[src/rtl/div_unit.sv]
// Iterative radix-2 restoring divider for RV32M DIV/DIVU/REM/REMU, one quotient bit per cycle.
// Optional macro DIV_EARLY_OUT_EN: divide-by-zero and signed overflow skip the iteration phase.
module div_unit #(
  parameter int unsigned DATA_WIDTH = 32
) (
  input  logic                  clk_i,
  input  logic                  rst_ni,
  input  logic                  Start_i,
  input  logic [1:0]            DivOp_i,
  input  logic [DATA_WIDTH-1:0] SrcA_i,
  input  logic [DATA_WIDTH-1:0] SrcB_i,
  input  logic                  Flush_i,
  output logic                  Busy_o,
  output logic                  Valid_o,
  output logic [DATA_WIDTH-1:0] Result_o
);

  localparam int unsigned CntW = (DATA_WIDTH > 1) ? $clog2(DATA_WIDTH) : 1;

  typedef enum logic [1:0] {StIdle, StCalc, StDone} state_e;

  state_e                state_q, state_d;
  logic [DATA_WIDTH-1:0] rem_q, rem_d;
  logic [DATA_WIDTH-1:0] quo_q, quo_d;
  logic [DATA_WIDTH-1:0] div_q, div_d;
  logic [DATA_WIDTH-1:0] a_raw_q, a_raw_d;
  logic [CntW-1:0]       cnt_q, cnt_d;
  logic                  rem_sel_q, rem_sel_d;
  logic                  neg_quo_q, neg_quo_d;
  logic                  neg_rem_q, neg_rem_d;
  logic                  div_zero_q, div_zero_d;
  logic                  ovf_q, ovf_d;
  logic                  busy_q, busy_d;
  logic                  valid_q, valid_d;
  logic [DATA_WIDTH-1:0] result_q, result_d;

  logic                  op_signed;
  logic                  in_div_zero;
  logic                  in_ovf;
  logic [DATA_WIDTH-1:0] a_abs;
  logic [DATA_WIDTH-1:0] b_abs;
  logic [DATA_WIDTH:0]   rem_shift;
  logic [DATA_WIDTH:0]   rem_sub;
  logic                  rem_ge;
  logic [DATA_WIDTH-1:0] step_rem;
  logic [DATA_WIDTH-1:0] step_quo;
  logic [DATA_WIDTH-1:0] fix_rem;
  logic [DATA_WIDTH-1:0] fix_quo;

  // Special-case results; for div-by-zero the remainder is the raw dividend.
  function automatic logic [DATA_WIDTH-1:0] special_res(input logic                  rem_sel,
                                                        input logic [DATA_WIDTH-1:0] a,
                                                        input logic                  dz);
    if (dz) begin
      special_res = rem_sel ? a : {DATA_WIDTH{1'b1}};
    end else begin
      special_res = rem_sel ? {DATA_WIDTH{1'b0}} : a;
    end
  endfunction

  always_comb begin
    op_signed   = ~DivOp_i[0];
    in_div_zero = (SrcB_i == '0);
    in_ovf      = op_signed && (SrcA_i == {1'b1, {(DATA_WIDTH-1){1'b0}}}) &&
                  (SrcB_i == {DATA_WIDTH{1'b1}});
    a_abs       = (op_signed && SrcA_i[DATA_WIDTH-1]) ? (~SrcA_i + 1'b1) : SrcA_i;
    b_abs       = (op_signed && SrcB_i[DATA_WIDTH-1]) ? (~SrcB_i + 1'b1) : SrcB_i;

    rem_shift = {rem_q, quo_q[DATA_WIDTH-1]};
    rem_ge    = (rem_shift >= {1'b0, div_q});
    rem_sub   = rem_shift - {1'b0, div_q};
    step_rem  = rem_ge ? rem_sub[DATA_WIDTH-1:0] : rem_shift[DATA_WIDTH-1:0];
    step_quo  = {quo_q[DATA_WIDTH-2:0], rem_ge};
    fix_quo   = neg_quo_q ? (~step_quo + 1'b1) : step_quo;
    fix_rem   = neg_rem_q ? (~step_rem + 1'b1) : step_rem;
  end

  always_comb begin
    state_d    = state_q;
    rem_d      = rem_q;
    quo_d      = quo_q;
    div_d      = div_q;
    a_raw_d    = a_raw_q;
    cnt_d      = cnt_q;
    rem_sel_d  = rem_sel_q;
    neg_quo_d  = neg_quo_q;
    neg_rem_d  = neg_rem_q;
    div_zero_d = div_zero_q;
    ovf_d      = ovf_q;
    busy_d     = busy_q;
    valid_d    = 1'b0;
    result_d   = result_q;

    if (Flush_i) begin
      state_d = StIdle;
      busy_d  = 1'b0;
    end else begin
      unique case (state_q)
        StIdle: begin
          if (Start_i) begin
            rem_sel_d  = DivOp_i[1];
            quo_d      = a_abs;
            div_d      = b_abs;
            a_raw_d    = SrcA_i;
            rem_d      = '0;
            neg_quo_d  = op_signed & (SrcA_i[DATA_WIDTH-1] ^ SrcB_i[DATA_WIDTH-1]);
            neg_rem_d  = op_signed & SrcA_i[DATA_WIDTH-1];
            div_zero_d = in_div_zero;
            ovf_d      = in_ovf;
            cnt_d      = CntW'(DATA_WIDTH - 1);
            state_d    = StCalc;
            busy_d     = 1'b1;
`ifdef DIV_EARLY_OUT_EN
            if (in_div_zero || in_ovf) begin
              state_d  = StDone;
              valid_d  = 1'b1;
              result_d = special_res(DivOp_i[1], SrcA_i, in_div_zero);
            end
`endif
          end
        end
        StCalc: begin
          rem_d = step_rem;
          quo_d = step_quo;
          cnt_d = cnt_q - 1'b1;
          if (cnt_q == '0) begin
            state_d = StDone;
            valid_d = 1'b1;
            if (div_zero_q || ovf_q) begin
              result_d = special_res(rem_sel_q, a_raw_q, div_zero_q);
            end else begin
              result_d = rem_sel_q ? fix_rem : fix_quo;
            end
          end
        end
        StDone: begin
          state_d = StIdle;
          busy_d  = 1'b0;
        end
        default: begin
          state_d = StIdle;
          busy_d  = 1'b0;
        end
      endcase
    end
  end

  always_ff @(posedge clk_i or negedge rst_ni) begin
    if (!rst_ni) begin
      state_q    <= StIdle;
      rem_q      <= '0;
      quo_q      <= '0;
      div_q      <= '0;
      a_raw_q    <= '0;
      cnt_q      <= '0;
      rem_sel_q  <= 1'b0;
      neg_quo_q  <= 1'b0;
      neg_rem_q  <= 1'b0;
      div_zero_q <= 1'b0;
      ovf_q      <= 1'b0;
      busy_q     <= 1'b0;
      valid_q    <= 1'b0;
      result_q   <= '0;
    end else begin
      state_q    <= state_d;
      rem_q      <= rem_d;
      quo_q      <= quo_d;
      div_q      <= div_d;
      a_raw_q    <= a_raw_d;
      cnt_q      <= cnt_d;
      rem_sel_q  <= rem_sel_d;
      neg_quo_q  <= neg_quo_d;
      neg_rem_q  <= neg_rem_d;
      div_zero_q <= div_zero_d;
      ovf_q      <= ovf_d;
      busy_q     <= busy_d;
      valid_q    <= valid_d;
      result_q   <= result_d;
    end
  end

  // A flush landing on the DONE cycle suppresses the pulse immediately.
  assign Valid_o  = valid_q & ~Flush_i;
  assign Busy_o   = busy_q;
  assign Result_o = result_q;

endmodule
[config.mk]
export PLATFORM = sky130hd
export DESIGN_NAME = div_unit
export DESIGN_NICKNAME = d
export VERILOG_FILES = /design/src/rtl/div_unit.sv
export SDC_FILE = /design/constraint.sdc
export NUM_CORES = 1
export LEC_CHECK = 0
export BUFFER_PORTS_ARGS = -buffer_cell sky130_fd_sc_hd__buf_2
export CAP_MARGIN = 15
export CORE_ASPECT_RATIO = 1.75
export CORE_MARGIN = 10
export CORE_UTILIZATION = 50
export DETAILED_ROUTE_END_ITERATION = 8
export GPL_ROUTABILITY_DRIVEN = 0
export GPL_TIMING_DRIVEN = 0
export PLACE_DENSITY = 0.77
export SLEW_MARGIN = 20
export SYNTH_ARGS = -nofsm -noshare
export SYNTH_HDL_FRONTEND = slang
export SYNTH_SLANG_ARGS = --single-unit
[constraint.sdc]
create_clock -name clk_i -period 5.45 [get_ports clk_i]
set_input_delay 0.545 -clock clk_i [delete_from_list [all_inputs] [get_ports clk_i]]
set_output_delay 0.545 -clock clk_i [all_outputs]
set_load 0.1 [all_outputs]
==> results.toml <==
[outcome]
status = "complete, no violations"

[power_and_ir_drop]
total_leakage_power_nw = 6.46
cellPowerDensity_nw_per_um2 = 577
max-vdd-ir-drop_uv = 337
totalPowerFinal_mw = 8.55

[floorplan]
die_h_um = 234
top_level_ports = 104
initial_utilization = 0.506
placeable_core_region_um2 = 25900
floorplan.die.width_um = 142
num_rows = 78
total_die_area_um2 = 33300

[synthesis]
yosysWarnings = 0
synth-seq-area-share = 0.333
syn-cell-area_um2 = 13100
number_of_storage_elements_in_the_synthesis_netlist = 174
async_flop_share = 1.00
synth_edf_count = 0
avgSynthCellArea_um2 = 7.76
synth_cells = 1687
synth_flop_cell = "dfrtp_1"
synth_nets = 1797
synth_cell_types = 81

[worst_setup_path]
worst-endpoint-arrival_ns = 5.59
worstReg2RegStart = "div_q[6]"
cp_max_fo = 10
setup.worst_path.start_class = "register"
worstSetupPathType = "reg2reg"
worst-r2r-setup-slack_ns = 0.23
endpoint_kind = "register"
r2r_cells = 21
worstReg2RegEnd = "Result_o[30]"
crit_required_ns = 5.82

[layout]
finalInstanceArea_um2 = 14800
finalNetCount = 1922
regArea_um2 = 4360
final_core_util = 0.573
layout-drive-gt1-share = 0.105
multiInputGateArea_um2 = 8190
num_antenna_cells = 0
num-fill-cells = 2328
instances_no_fill = 2145
area_growth_syn_to_layout_pct = 13.2

[drt]
dr_pass1_iterations = 6
num_vias = 13800
drc = 0
drt-total-wl_mm = 49.0
avgViaCountPerCell = 6.45
avgRoutedWirePerCell_um = 22.8
drt.antenna.violating_nets = 0
detailed_router_s_first_iteration_violation_count = 1288

[placement]
postPlaceCellArea_um2 = 14100
buffers_added_on_ports = 103
post-dp-hpwl_mm = 38.3
dpl.cell_count = 2112

[global_routing]
grt_start_max_net_pins = 99
global_route.overflow_total = 0
grtUsageTotal = 0.295
grt_pass1_vias = 14000
initial_antenna_violation_count = 1
grt_first_pass_wirelength_mm = 76.3

[job]
max_cap_check_violation_count = 0

[min_path]
hold_end = "Busy_o"
worst_hold_startpoint = "Flush_i"
worst_hold_path_type = "in2reg"
hold_crit_depth = 2

[sta]
final_period_minus_worst_setup_slack_ns = 5.22
worst_pin_slew_ns = 0.971
fin_crit_sh = 0.958
fin_clk_skew_ns = 0.0127
slew_violations = 0
max_slew_margin = 0.350
timing.fmax_ghz = 0.192
setup_viol = 0
final_worst_hold_slack_ns = 0.310
timing_hold_violations_final = 0

[clock_network]
tritoncts = "done"
max-clock-path-buffers = 2
clock_latency_ns = 0.46
clk_pin_slew_ns = 0.07
cts_max_level = 4
root_buffer = "clkbuf_16"
cts.sinks = 174
cts_buffers = 17
## per-layer routing
| metal | global-route usage | up-vias | routed length, µm |
|---|---|---|---|
| met5 | 0 | - | 0 |
| met4 | 0.244 | 0 | 4470 |
| met3 | 0.0494 | 239 | 3050 |
| met2 | 0.517 | 713 | 24900 |
| met1 | 0.300 | 6531 | 16600 |
| li1 | - | 6359 | - |
## cell families (layout without fill, tap and decap cells)
family | Yosys count | count (layout) | share of synthesized area
and+or+nand+nor | 636 | 636 | 0.226
AOI/OAI and AO/OA | 534 | 534 | 0.256
DFF | 174 | 174 | 0.333
buffers and inverters | 160 | 298 | 0.0473
xor gates and xnor gates | 117 | 117 | 0.0783
adders and majority gates | 40 | 40 | 0.0388
muxes | 26 | 26 | 0.0204
## synthesized netlist by cell type, drive strengths merged (4+ instances only)
library cell / n / area [µm²]
a31oi: 11 / 68.8
nor4b: 6 / 52.6
o21a: 10 / 75.1
nor3: 41 / 210
and4: 5 / 43.8
a22oi: 4 / 30.0
mux2: 5 / 56.3
o221ai: 8 / 70.1
xnor2: 76 / 666
a21boi: 7 / 56.3
nor2b: 9 / 56.3
or2: 4 / 25.0
and3: 9 / 56.3
a221oi: 10 / 93.8
a211o: 10 / 87.6
nand2b: 14 / 87.6
and2: 7 / 43.8
o22ai: 11 / 68.8
a21o: 16 / 120
o2111ai: 7 / 61.3
nor4: 23 / 144
xor2: 41 / 359
nor2: 137 / 514
dfrtp: 174 / 4350
mux2i: 21 / 210
inv: 67 / 251
o211ai: 11 / 82.6
a211oi: 16 / 120
buf: 17 / 81.3
a22o: 7 / 61.3
nor3b: 4 / 30.0
ha: 39 / 488
a2111oi: 6 / 53.8
nand3: 31 / 155
or4: 17 / 131
a21oi: 149 / 746
o31ai: 26 / 200
o41ai: 12 / 120
or3: 26 / 168
o21ai: 176 / 881
clkbuf: 75 / 283
nand4: 23 / 144
nand2: 271 / 1020
## worst max-delay path: stages, from the launching register on
cell and delay [ns]:
dfrtp_1 0.38, inv_1 0.17, ha_1 0.26, clkbuf_2 0.18, a21oi_4 0.23, o21ai_1 0.18, and3_2 0.28, o311ai_4 0.34
nand2_2 0.19, inv_2 0.14, clkbuf_4 0.22, buf_4 0.24, mux2i_4 0.29, ha_2 0.26, o2111ai_1 0.19, nor4_2 0.35
mux2i_2 0.20, nor3_4 0.27, buf_4 0.18, nand4b_1 0.14, o21ba_2 0.27, nor3_1 0.18
## timing repair
item	CTS	global route
setup buffers	2	1
pin swaps	1	2
hold buffers	1	0
setup endpoints to repair	12	12
endpoints found under the hold margin	4	0
gates resized for setup	11	22
## layout make-up
class | instances | share of cell area
plain buffers | 89 | 0.0256
clock buffers | 18 | 0.0290
clock inverters | 14 | 0.0128
inverters | 68 | 0.0175
multi-input cells | 1353 | 0.553
flip-flops and latches | 174 | 0.294
well taps | 320 | 0.0270
repair buffers | 109 | 0.0414
## sequential cells by signal, indices dropped and copies added (netlist names)
name        cells
a_raw_q        32
state_q         2
div_q          32
neg_rem_q       1
neg_quo_q       1
Result_o       32
rem_sel_q       1
rem_q          32
cnt_q           5
ovf_q           1
valid_q         1
quo_q          32
div_zero_q      1
Busy_o          1
## power breakdown
| group | internal, mW | leakage [nW] | switching, mW | total (mW) |
|---|---|---|---|---|
| clock | 0.740 | 0.307 | 0.591 | 1.33 |
| sequential | 1.56 | 2.22 | 0.356 | 1.91 |
| combinational | 1.81 | 3.93 | 3.50 | 5.31 |
| total | 4.11 | 6.46 | 4.44 | 8.55 |
## how the worst max path moves through the flow
stage	end	slack [ns]	from	cells after the start
floorplan	Result_o[22]	0.58	rem_q[6]	20
global placement	Result_o[28]	-0.84	rem_q[6]	20
detailed placement	Result_o[28]	-0.96	rem_q[5]	20
CTS	Result_o[28]	0.007	div_q[6]	22
global route	Result_o[30]	-0.006	rem_q[5]	20
finish	Result_o[30]	0.23	div_q[6]	21
## metrics by stage
stage / TNS [ns] / setup slack (ns)
global route: -0.00602 / -0.00602
finish: 0 / 0.228
detailed placement: -7.90 / -0.958
global placement: -6.58 / -0.839
floorplan: 0 / 0.575
CTS: 0 / 0.00705
## layout by cell type (no fill, tap or decap), types with 31 or more instances in the layout
cell      synthesis  final
nand2_1         271    270
dfrtp_1         174    173
o21ai_0         175    172
a21oi_1         149    147
nor2_1          137    137
buf_2            14    112
xnor2_1          76     76
clkbuf_1         74     71
inv_1            67     65
xor2_1           41     41
nor3_1           40     39
ha_1             39     38
nand3_1          31     31
Power figures use the tool's default switching activity.
